<file path="config.mk">
export PLATFORM = sky130hd
export DESIGN_NAME = uriscv_mem_arb
export DESIGN_NICKNAME = d
export VERILOG_FILES = /design/src/rtl/uriscv_mem_arb.sv
export SDC_FILE = /design/constraint.sdc
export NUM_CORES = 1
export LEC_CHECK = 0
export BUFFER_PORTS_ARGS = -buffer_cell sky130_fd_sc_hd__buf_4
export CORE_AREA = 3 3 108 110
export DETAILED_ROUTE_END_ITERATION = 16
export DIE_AREA = 0 0 111 113
export PLACE_DENSITY = 0.6
export SETUP_SLACK_MARGIN = 0.1
export SYNTH_ARGS = -nofsm -noshare
export SYNTH_HDL_FRONTEND = slang
export SYNTH_SLANG_ARGS = --single-unit
</file>
<file path="constraint.sdc">
create_clock -name clk_i -period 2.5 [get_ports clk_i]
set_input_delay 0.375 -clock clk_i [delete_from_list [all_inputs] [get_ports clk_i]]
set_output_delay 0.375 -clock clk_i [all_outputs]
set_load 0.03 [all_outputs]
</file>
<file path="src/rtl/uriscv_mem_arb.sv">
// Arbitrates the core's fetch and data ports onto one shared memory port.
// One transaction is outstanding at a time, and each one is bounded by a timeout.
module uriscv_mem_arb #(
    parameter int unsigned TIMEOUT_CYCLES = 255,
    parameter int unsigned RESET_PRIO_D   = 0
) (
    input  logic        clk_i,
    input  logic        rst_i,
    input  logic        mem_i_rd_i,
    input  logic [31:0] mem_i_pc_i,
    output logic        mem_i_accept_o,
    output logic        mem_i_valid_o,
    output logic [31:0] mem_i_inst_o,
    output logic        mem_i_error_o,
    input  logic        mem_d_rd_i,
    input  logic [3:0]  mem_d_wr_i,
    input  logic [31:0] mem_d_addr_i,
    input  logic [31:0] mem_d_data_wr_i,
    output logic        mem_d_accept_o,
    output logic        mem_d_ack_o,
    output logic [31:0] mem_d_data_rd_o,
    output logic        mem_d_error_o,
    output logic [31:0] mem_addr_o,
    output logic [31:0] mem_data_wr_o,
    output logic        mem_rd_o,
    output logic [3:0]  mem_wr_o,
    input  logic        mem_accept_i,
    input  logic        mem_ack_i,
    input  logic [31:0] mem_data_rd_i
);

    localparam logic [1:0] StIdle  = 2'd0;
    localparam logic [1:0] StWaitI = 2'd1;
    localparam logic [1:0] StWaitD = 2'd2;

    localparam logic [15:0] CntLast    = 16'(TIMEOUT_CYCLES - 1);
    localparam logic        LastDReset = (RESET_PRIO_D == 0);

    logic [1:0]  state_q, state_d;
    logic        last_d_q, last_d_d;
    logic [15:0] cnt_q, cnt_d;

    logic        req_i, req_d, grant_i, grant_d;
    logic        resp, resp_err;
    logic [31:0] resp_data;

    assign req_i = mem_i_rd_i;
    assign req_d = mem_d_rd_i | (|mem_d_wr_i);
    // last_d_q set means data was served last, so fetch wins the next tie
    assign grant_i = req_i & (~req_d | last_d_q);
    assign grant_d = req_d & ~grant_i;

    always_comb begin
        state_d         = state_q;
        last_d_d        = last_d_q;
        cnt_d           = cnt_q;
        resp            = 1'b0;
        resp_err        = 1'b0;
        resp_data       = 32'd0;
        mem_i_accept_o  = 1'b0;
        mem_i_valid_o   = 1'b0;
        mem_i_inst_o    = 32'd0;
        mem_i_error_o   = 1'b0;
        mem_d_accept_o  = 1'b0;
        mem_d_ack_o     = 1'b0;
        mem_d_data_rd_o = 32'd0;
        mem_d_error_o   = 1'b0;
        mem_addr_o      = 32'd0;
        mem_data_wr_o   = 32'd0;
        mem_rd_o        = 1'b0;
        mem_wr_o        = 4'd0;

        case (state_q)
            StIdle: begin
                if (grant_i) begin
                    mem_addr_o     = mem_i_pc_i;
                    mem_rd_o       = 1'b1;
                    mem_i_accept_o = mem_accept_i;
                    if (mem_accept_i) begin
                        state_d  = StWaitI;
                        last_d_d = 1'b0;
                        cnt_d    = 16'd0;
                    end
                end else if (grant_d) begin
                    mem_addr_o     = mem_d_addr_i;
                    mem_data_wr_o  = mem_d_data_wr_i;
                    mem_rd_o       = mem_d_rd_i;
                    mem_wr_o       = mem_d_wr_i;
                    mem_d_accept_o = mem_accept_i;
                    if (mem_accept_i) begin
                        state_d  = StWaitD;
                        last_d_d = 1'b1;
                        cnt_d    = 16'd0;
                    end
                end
            end
            StWaitI, StWaitD: begin
                // A real ack beats a timeout landing in the same cycle
                if (mem_ack_i) begin
                    resp      = 1'b1;
                    resp_data = mem_data_rd_i;
                    state_d   = StIdle;
                end else if (cnt_q == CntLast) begin
                    resp     = 1'b1;
                    resp_err = 1'b1;
                    state_d  = StIdle;
                end else begin
                    cnt_d = cnt_q + 16'd1;
                end
                if (state_q == StWaitD) begin
                    mem_d_ack_o     = resp;
                    mem_d_data_rd_o = resp_data;
                    mem_d_error_o   = resp_err;
                end else begin
                    mem_i_valid_o = resp;
                    mem_i_inst_o  = resp_data;
                    mem_i_error_o = resp_err;
                end
            end
            default: state_d = StIdle;
        endcase

        // Outputs stay quiet while reset is held, whatever the inputs do
        if (!rst_i) begin
            mem_i_accept_o  = 1'b0;
            mem_i_valid_o   = 1'b0;
            mem_i_inst_o    = 32'd0;
            mem_i_error_o   = 1'b0;
            mem_d_accept_o  = 1'b0;
            mem_d_ack_o     = 1'b0;
            mem_d_data_rd_o = 32'd0;
            mem_d_error_o   = 1'b0;
            mem_addr_o      = 32'd0;
            mem_data_wr_o   = 32'd0;
            mem_rd_o        = 1'b0;
            mem_wr_o        = 4'd0;
        end
    end

    always_ff @(posedge clk_i or negedge rst_i) begin
        if (!rst_i) begin
            state_q  <= StIdle;
            last_d_q <= LastDReset;
            cnt_q    <= 16'd0;
        end else begin
            state_q  <= state_d;
            last_d_q <= last_d_d;
            cnt_q    <= cnt_d;
        end
    end

endmodule

</file>
==> out/qor.yml, run 1 <==
outcome: "complete, but fails checks"
violations: "negative setup slack"
first_pass_iters: 4
setup_viol: 5
p_total_mw: 3.25
vdd.ir_drop.worst_uv: 424
whs_ns: 0.0899
cts_root_buffer: "clkbuf_8"
ctsLongestPathBuffers: 2
cpPeakStageDelay_ns: 0.56
fin_skew_ns: 0.00280
path_cells: "or4_1 > or4_4 > or2_4 > nor3_4 > buf_6"
area_delta_synth_final_pct: 97.8
tritoncts: "built"
path_clk_slew_ns: 0.08
postPlaceCellArea_um2: 4920
yosysWarnings: 0
critical_path.max_fanout: 3
totalWireLength_mm: 12.1
placed_cells: 807
avgSynthCellArea_um2: 6.50
slew_headroom_pct: 65.2
start_util_pct: 23.6
synth_seq_area_share_pct: 18.7
dpl.hpwl_mm: 10.1
die_w_um: 111
final_cell_mix: "295 x buf_4, 100 x nor2_1, 67 x and2_1"
setup_tns_ns: -0.411
synth-seq-cells: 19
antenna_found_initial: 0
finalHoldViolations: 0
regArea_um2: 477
crit_family: "simple AND/OR/NAND/NOR gates"
nNetsFinal: 816
period_minus_slack_ns: 2.67
final_common_cell: "buf_4"
timing.final.ws_setup_ns: -0.167
portBuffers: 276
drt_iter0_drc: 173
grt_first_pass_wirelength_mm: 18.3
crit_path_start_kind: "flip-flop"
io-pin-count: 277
hold_path.class: "in2async"
syn-num-nets: 534
synth_area_um2: 2550
finalCritPeriodShare_pct: 107
drv_slew: 0
arrival_ns: 2.29
n_fill_cell: 1073
worst_pin_slew_ns: 0.518
ys_types: 43
slowest_stage: "or4_4"
h-tree-depth: 1
drc_errors: 0
vias: 3775
power_per_cell_area_nw_per_um2: 645
max_freq_mhz: 375
vias_per_cell: 4.64
gp_congestion: 0.909
die_y_um: 113
cap_viol_max_count: 0
synth_edf_count: 0
cts.sinks: 19
postRouteAntennaNets: 0
rsz0062_at_grt: "true"
design_area_um2: 5040
core_area_um2: 10800
cp_data_required_time_ns: 2.12
crit_buf_inv: 1
cts_made_buffers: 3
std_cell_rows: 38
insertion_delay_ns: 0.25
grt_start_max_net_pins: 36
criticalPathCategory: "reg2out"
grt_pass1_vias: 3545
power.leakage_nw: 2.67
dieArea_um2: 12500
overflow: 0
cp-end-kind: "primary output"
wl_per_cell_um: 14.9
multiInputGateArea_um2: 2020
drive_gt1_share_pct: 49.2
final_cells: 813
async_reset_ff_share_pct: 100
synthFlopType: "dfrtp_1"
syn_inst: 392
antenna_cells: 0
grt.total_usage_pct: 17.5
==> metal layers <==
| layer | global-route usage, % | routed length (um) |
|---|---|---|
| met5 | 0 | 0 |
| met4 | 3.69 | 184 |
| met3 | 4.06 | 1150 |
| met2 | 31.4 | 6120 |
| met1 | 21.3 | 4640 |
==> repair_timing <==
item,in CTS,in global routing
pin swaps,3,5
setup endpoints to repair,6,42
hold buffers,1,0
endpoints found under the hold margin,10,0
buffers inserted,0,1
gates resized for setup,3,12
==> sequential cells by signal, indices dropped and copies added, names as in the netlist <==
register / flops
last_d_q: 1
cnt_q: 16
state_q: 2
==> cells in the mapped netlist (all sizes together), types with 5 or more instances <==
cell type	number	area, um2
inv	5	18.8
nand3	12	60.1
nand2	44	165
nor2	111	417
or4	5	43.8
nor3	6	30.0
o21ai	10	53.8
dfrtp	18	450
o31ai	8	73.8
and2	67	419
a21oi	8	40.0
mux2i	33	330
clkbuf	21	78.8
==> path summary, 6_finish.rpt <==
| path | slack (ns) | start | depth (start not counted) | to |
|---|---|---|---|---|
| worst min register to register | 0.50 | state_q[0] | 1 | state_q[0] |
| worst max-delay path | -0.17 | cnt_q[14] | 5 | mem_i_error_o |
| max in group asynchronous | 1.51 | rst_i | 2 | cnt_q[12] |
| min in group clk_i | 0.38 | mem_accept_i | 2 | last_d_q |
| worst max register to register | -0.01 | cnt_q[14] | 8 | cnt_q[14] |
| worst min-delay path | 0.09 | rst_i | 2 | cnt_q[2] |
==> worst register-to-register path: stages (launching register included) <==
cell     delay (ns)
dfrtp_1        0.38
or4_1          0.52
or4_4          0.56
buf_4          0.16
buf_4          0.14
o31ai_4        0.30
buf_4          0.18
o31ai_1        0.07
a21oi_1        0.14
==> through the flow <==
stage | util, % | worst slack (ns)
2_1_floorplan | - | 0.0141
3_3_place_gp | 45.6 | 0.107
3_5_place_dp | 45.6 | 0.0589
4_1_cts | 46.3 | -0.181
5_1_grt | 46.7 | -0.215
6_report | 46.7 | -0.167
==> power by group <==
group	switching, mW	internal [mW]	total (mW)
clock network	0.108	0.112	0.220
registers	0.0506	0.357	0.407
logic	1.57	1.05	2.62
==> cell type report <==
cell class	count	area share, %
Tap cell	140	3.48
Inverter	5	0.373
Timing Repair Buffer	302	45.5
Clock buffer	3	0.820
Sequential cell	19	9.47
Clock inverter	1	0.149
Multi-Input combinational cell	343	40.2
==> cells by family after synthesis <==
group | after synthesis | share of synthesized area, %
AOI/OAI and AO/OA | 40 | 11.0
xor gates and xnor gates | 2 | 0.688
adders and majority gates | 4 | 1.97
buffers and inverters | 30 | 4.96
DFF | 19 | 18.7
muxes | 33 | 13.0
and+or+nand+nor | 264 | 49.7
No activity file was read; power rests on OpenSTA's default activity.
==> run 2, diff against run 1 <==
==> config.mk (replaced) <==
export PLATFORM = sky130hd
export DESIGN_NAME = uriscv_mem_arb
export DESIGN_NICKNAME = d
export VERILOG_FILES = /design/src/rtl/uriscv_mem_arb.sv
export SDC_FILE = /design/constraint.sdc
export NUM_CORES = 1
export LEC_CHECK = 0
export CORE_AREA = 3 3 107 109
export DETAILED_ROUTE_END_ITERATION = 16
export DIE_AREA = 0 0 110 112
export DONT_BUFFER_PORTS = 1
export HOLD_SLACK_MARGIN = 0.15
export PLACE_DENSITY = 0.38
export SETUP_SLACK_MARGIN = 0.1
export SYNTH_ARGS = -nofsm -noshare
export SYNTH_HDL_FRONTEND = slang
export SYNTH_SLANG_ARGS = --single-unit
==> run 2 against run 1 <==
Effect of this change:
- the run still ends with negative setup slack left
- sequential power about the same
- combinational power is 4% lower
- power shrank 3.4%
- register-to-register slack gained 0.10 ns
- sequential share of layout area rose by 2.3 points
- setup slack better by 0.033 ns
==> out/qor.yml, run 2 (synthesis results as in run 1) <==
portBuffers: 0  # was 276
grt_pass1_vias: 2945  # was 3,545
io-pin-count: 277  # unchanged
p_sw_share_pct: 54.6  # was 53.4%
seqPwrFrac_pct: 13.0  # was 12.5%
grt_start_max_net_pins: 37  # was 36
criticalPathCategory: "reg2out"  # unchanged
drt_iter0_drc: 186  # was 173
path_clk_slew_ns: 0.08  # about the same
power.leakage_nw: 2.03  # was 2.67 nW
outcome: "complete, but fails checks"  # unchanged
h-tree-depth: 1  # unchanged
whs_ns: 0.215  # was 0.0899 ns
switchingPower_mw: 1.71  # was 1.73 mW
overflow: 0  # unchanged
dpl.hpwl_mm: 9.05  # was 10.1 mm
nNetsFinal: 678  # was 816
p_total_mw: 3.14  # was 3.25 mW
cts.sinks: 19  # unchanged
max_freq_mhz: 380  # was 375 MHz
utilization_pct: 38.0  # was 46.7%
die_y_um: 112  # was 113 um
reg2reg_from: "cnt_q[10]"  # was cnt_q[14]
cp-end-kind: "primary output"  # unchanged
fin_skew_ns: 0.00446  # was 0.00280 ns
tritoncts: "built"  # unchanged
cap_viol_max_count: 0  # unchanged
finalHoldViolations: 0  # unchanged
cts_made_buffers: 3  # unchanged
arrival_ns: 2.26  # was 2.29 ns
power_per_cell_area_nw_per_um2: 772  # was 645 nW/um2
antenna_found_initial: 0  # unchanged
power.internal_mw: 1.42  # was 1.51 mW
drc_errors: 0  # unchanged
grt_first_pass_wirelength_mm: 15.7  # was 18.3 mm
slowest_stage: "or4_4"  # unchanged
final_cells: 675  # was 813
hold_path.class: "in2reg"  # was in2async
n_fill_cell: 1067  # was 1,073
area_delta_synth_final_pct: 59.5  # was 97.8%
reg2reg_to: "cnt_q[14]"  # unchanged
timing.final.ws_setup_ns: -0.134  # was -0.167 ns
vias_per_cell: 4.74  # was 4.64
vdd.ir_drop.worst_uv: 399  # was 424 uV
largest_register_ffs: 16  # unchanged
vias: 3198  # was 3,775
comb_power_share_pct: 80.1  # was 80.7%
max_flop_register: "cnt_q"  # unchanged
cp_data_required_time_ns: 2.12  # about the same
wl_per_cell_um: 16.2  # was 14.9 um
r2r_setup_slack_ns: 0.09  # was -0.01 ns
setup_viol: 4  # was 5
grt.total_usage_pct: 15.9  # was 17.5%
period_minus_slack_ns: 2.63  # was 2.67 ns
r2r_cells: 8  # unchanged
insertion_delay_ns: 0.25  # about the same
final_cell_mix: "155 x buf_4, 101 x nor2_1, 67 x and2_1"  # was 295 x buf_4, 100 x nor2_1, 67 x and2_1
finalCritPeriodShare_pct: 105  # was 107%
placed_cells: 666  # was 807
final_common_cell: "buf_4"  # unchanged
die_w_um: 110  # was 111 um
setup_tns_ns: -0.360  # was -0.411 ns
totalWireLength_mm: 10.9  # was 12.1 mm
cts_root_buffer: "clkbuf_8"  # unchanged
first_pass_iters: 4  # unchanged
drv_slew: 0  # unchanged
gp_congestion: 0.780  # was 0.909
start_util_pct: 23.8  # was 23.6%
dieArea_um2: 12300  # was 12,500 um2
cpPeakStageDelay_ns: 0.53  # was 0.56 ns
core_area_um2: 10700  # was 10,800 um2
rsz0062_at_grt: "true"  # unchanged
postRouteAntennaNets: 0  # unchanged
power_frac_clock_pct: 7.0  # was 6.8%
violations: "negative setup slack"  # unchanged
largest_registers: "cnt_q: 16 flops, state_q: 2 flops, last_d_q: 1 flops"  # unchanged
worstSetupStartpoint: "cnt_q[10]"  # was cnt_q[14]
std_cell_rows: 38  # unchanged
slew_headroom_pct: 40.0  # was 65.2%
worst_pin_slew_ns: 0.898  # was 0.518 ns
critical_path.max_fanout: 3  # unchanged
crit_path_end: "mem_d_error_o"  # was mem_i_error_o
drive_gt1_share_pct: 37.0  # was 49.2%
path_cells: "or4_1 > or4_4 > or2_4 > nor3_4 > buf_6"  # unchanged
crit_path_start_kind: "flip-flop"  # unchanged
ctsLongestPathBuffers: 2  # unchanged
antenna_cells: 0  # unchanged
## run 2: cell count changes in the layout (fill, tap and decap cells not counted), moves of 2 or more
cell,delta
buf_4,-140
o21ai_2,+2
nand2_2,+2
buf_12,+2
nand2_1,-2
o31ai_1,-2
## run 2: worst max-delay path, delay by kind of cell, from the launching register on
kind / cells / cell delay (ns)
buf+inv: 1 / 0.15
flops: 1 / 0.38
simple gates: 4 / 1.48
## run 2: final cells by class
cell class                 count  area, um2  share of cell area [%]
clock buffer                   4       45.0                    1.11
timing repair buffer         164       1280                    31.5
tap                          140        175                    4.31
multi-input combinational    343       2060                    50.8
sequential                    19        477                    11.7
inverter                       5       18.8                   0.462
## run 2: power groups by stage
stage,Clock [mW],Combinational [mW],Sequential (mW)
4_1_cts,0.223,2.46,0.404
6_report,0.218,2.51,0.407
3_3_place_gp,0,2.40,0.409
3_5_place_dp,0,2.41,0.410
5_1_grt,0.232,2.69,0.417
2_1_floorplan,0,1.57,0.401
## run 2: worst min path at each step
stage	slack, ns	start	to	depth (start not counted)
after global routing	0.22	mem_i_rd_i	last_d_q	1
after floorplan	0.08	rst_i	cnt_q[0]	0
after CTS	0.21	mem_i_rd_i	last_d_q	1
final	0.21	mem_i_rd_i	last_d_q	1
after global placement	0.08	rst_i	cnt_q[4]	0
after detailed placement	0.08	rst_i	cnt_q[2]	0
## run 2: per-stage QoR
| step | instance area (um2) | worst slack [ns] |
|---|---|---|
| after CTS | 3980 | -0.145 |
| after detailed placement | 3890 | 0.0219 |
| after floorplan | 2590 | 0.0141 |
| final | 4060 | -0.134 |
| after global placement | 3890 | 0.101 |
| after global routing | 4060 | -0.182 |
## run 2: metal layers
layer	vias to the layer above	GRT usage (%)	wire, um
met2	164	28.0	5390
met5	-	0	0
met1	1444	20.7	4490
li1	1586	-	-
met4	0	1.75	41
met3	4	2.90	1010
## run 2: what timing repair did
item,CTS,global route
hold endpoints to repair,19,0
hold buffers,1,0
endpoints found under the setup margin,6,15
resized for setup,6,17
setup buffers,1,3
pin swaps,1,6
==> run 3, diff against run 2 <==
--- a/config.mk
+++ b/config.mk
@@ -6,6 +6,7 @@
 export NUM_CORES = 1
 export LEC_CHECK = 0
 export CORE_AREA = 3 3 107 109
+export CTS_BUF_LIST = sky130_fd_sc_hd__clkbuf_8
 export DETAILED_ROUTE_END_ITERATION = 16
 export DIE_AREA = 0 0 110 112
 export DONT_BUFFER_PORTS = 1
==> run 3 against run 2 <==
Effect of this change:
- power decreased by 0.11%
- largest power group unchanged
- clock skew hardly changed
- routed wire length about the same
- the flow still finishes with violations (negative setup slack)
- largest cell class unchanged
==> out/qor.yml, run 3 (synthesis results as in run 1) <==
outcome: "complete, but fails checks"  # unchanged
violations: "negative setup slack"  # unchanged
path_cells: "or4_1 > or4_4 > or2_4 > nor3_4 > buf_6"  # unchanged
io-pin-count: 277  # unchanged
max_freq_mhz: 380  # unchanged
regArea_um2: 477  # unchanged
placed_cells: 666  # unchanged
die_w_um: 110  # unchanged
area_delta_synth_final_pct: 59.5  # unchanged
grt_first_pass_wirelength_mm: 15.7  # unchanged
cap_viol_max_count: 0  # unchanged
final_cell_mix: "155 x buf_4, 101 x nor2_1, 67 x and2_1"  # unchanged
grt_pass1_vias: 2945  # unchanged
timing.final.ws_setup_ns: -0.134  # unchanged
start_util_pct: 23.8  # unchanged
cp-end-kind: "primary output"  # unchanged
cp_data_required_time_ns: 2.12  # about the same
drc_errors: 0  # unchanged
hold_path.class: "in2reg"  # unchanged
max_flop_register: "cnt_q"  # unchanged
criticalPathCategory: "reg2out"  # unchanged
cp.depth: 5  # unchanged
drv_slew: 0  # unchanged
nNetsFinal: 678  # unchanged
whs_ns: 0.215  # about the same
antenna_cells: 0  # unchanged
slew_headroom_pct: 40.0  # about the same
finalCritPeriodShare_pct: 105  # unchanged
postPlaceCellArea_um2: 3890  # unchanged
final_common_cell: "buf_4"  # unchanged
comb_power_share_pct: 80.2  # was 80.1%
utilization_pct: 38.0  # unchanged
std_cell_rows: 38  # unchanged
first_pass_iters: 4  # unchanged
design_area_um2: 4060  # unchanged
die_y_um: 112  # unchanged
vias: 3200  # was 3,198
cts_made_buffers: 3  # unchanged
r2r_cells: 8  # unchanged
p_total_mw: 3.13  # was 3.14 mW
insertion_delay_ns: 0.25  # about the same
worst_pin_slew_ns: 0.897  # was 0.898 ns
cpPeakStageDelay_ns: 0.53  # about the same
drt_iter0_drc: 186  # unchanged
vdd.ir_drop.worst_uv: 399  # unchanged
power.leakage_nw: 2.03  # about the same
critical_path.max_fanout: 3  # unchanged
grt.total_usage_pct: 15.9  # unchanged
cts_root_buffer: "clkbuf_8"  # unchanged
ctsLongestPathBuffers: 2  # unchanged
arrival_ns: 2.26  # about the same
power.internal_mw: 1.42  # about the same
vias_per_cell: 4.74  # about the same
preCtsSetupSlack_ns: 0.0219  # unchanged
cts.sinks: 19  # unchanged
switchingPower_mw: 1.71  # about the same
gp_congestion: 0.780  # unchanged
drive_gt1_share_pct: 37.0  # unchanged
seqPwrFrac_pct: 13.0  # about the same
crit_path_start_kind: "flip-flop"  # unchanged
overflow: 0  # unchanged
fin_skew_ns: 0.00423  # was 0.00446 ns
antenna_found_initial: 0  # unchanged
p_sw_share_pct: 54.7  # was 54.6%
tritoncts: "built"  # unchanged
final_cells: 675  # unchanged
setup_viol: 4  # unchanged
crit_family: "simple AND/OR/NAND/NOR gates"  # unchanged
multiInputGateArea_um2: 2060  # unchanged
hold_depth: 1  # unchanged
period_minus_slack_ns: 2.63  # unchanged
n_fill_cell: 1067  # unchanged
dieArea_um2: 12300  # unchanged
core_area_um2: 10700  # unchanged
crit_buf_inv: 1  # unchanged
rsz0062_at_grt: "true"  # unchanged
power_frac_clock_pct: 6.8  # was 7.0%
path_clk_slew_ns: 0.08  # about the same
portBuffers: 0  # unchanged
postRouteAntennaNets: 0  # unchanged
largest_register_ffs: 16  # unchanged
largest_registers: "cnt_q: 16 flops, state_q: 2 flops, last_d_q: 1 flops"  # unchanged
wl_per_cell_um: 16.2  # about the same
grt_start_max_net_pins: 37  # unchanged
setup_tns_ns: -0.360  # unchanged
power_per_cell_area_nw_per_um2: 771  # was 772 nW/um2
h-tree-depth: 1  # unchanged
dpl.hpwl_mm: 9.05  # unchanged
slowest_stage: "or4_4"  # unchanged
totalWireLength_mm: 10.9  # about the same
finalHoldViolations: 0  # unchanged
==> run 3: worst paths after layout <==
| check | start | to | slack, ns |
|---|---|---|---|
| min reg2reg | state_q[0] | state_q[0] | 0.49 |
| min in group asynchronous | rst_i | cnt_q[2] | 0.69 |
| max reg2reg | cnt_q[10] | cnt_q[14] | 0.09 |
| max | cnt_q[10] | mem_d_error_o | -0.13 |
| min | mem_i_rd_i | last_d_q | 0.21 |
| max in group asynchronous | rst_i | cnt_q[14] | 1.26 |
==> run 3: per-layer routing <==
| metal | global-route usage [%] | wire length [um] | vias to the layer above |
|---|---|---|---|
| li1 | - | - | 1586 |
| met3 | 2.90 | 1010 | 4 |
| met5 | 0 | 0 | - |
| met2 | 28.0 | 5380 | 164 |
| met1 | 20.7 | 4490 | 1446 |
| met4 | 1.75 | 41 | 0 |
==> run 3: area by class of cell <==
cell class	count	share of cell area, %
inverter	5	0.462
clock buffer	3	1.02
timing repair buffer	164	31.5
clock inverter	1	0.0924
tap	140	4.31
sequential	19	11.7
multi-input combinational	343	50.8
==> run 3: repair_timing <==
item / in CTS / in global routing
setup buffers: 1 / 3
gates resized for setup: 6 / 17
endpoints found under the setup margin: 6 / 15
hold buffers: 1 / 0
hold endpoints to repair: 19 / 0
pin swaps: 1 / 6
==> run 3: power by group through the flow <==
stage | clock network (mW) | logic, mW | registers (mW)
global placement | 0 | 2.40 | 0.409
CTS | 0.219 | 2.46 | 0.404
floorplan | 0 | 1.57 | 0.401
detailed placement | 0 | 2.41 | 0.410
global route | 0.228 | 2.69 | 0.417
finish | 0.215 | 2.51 | 0.407
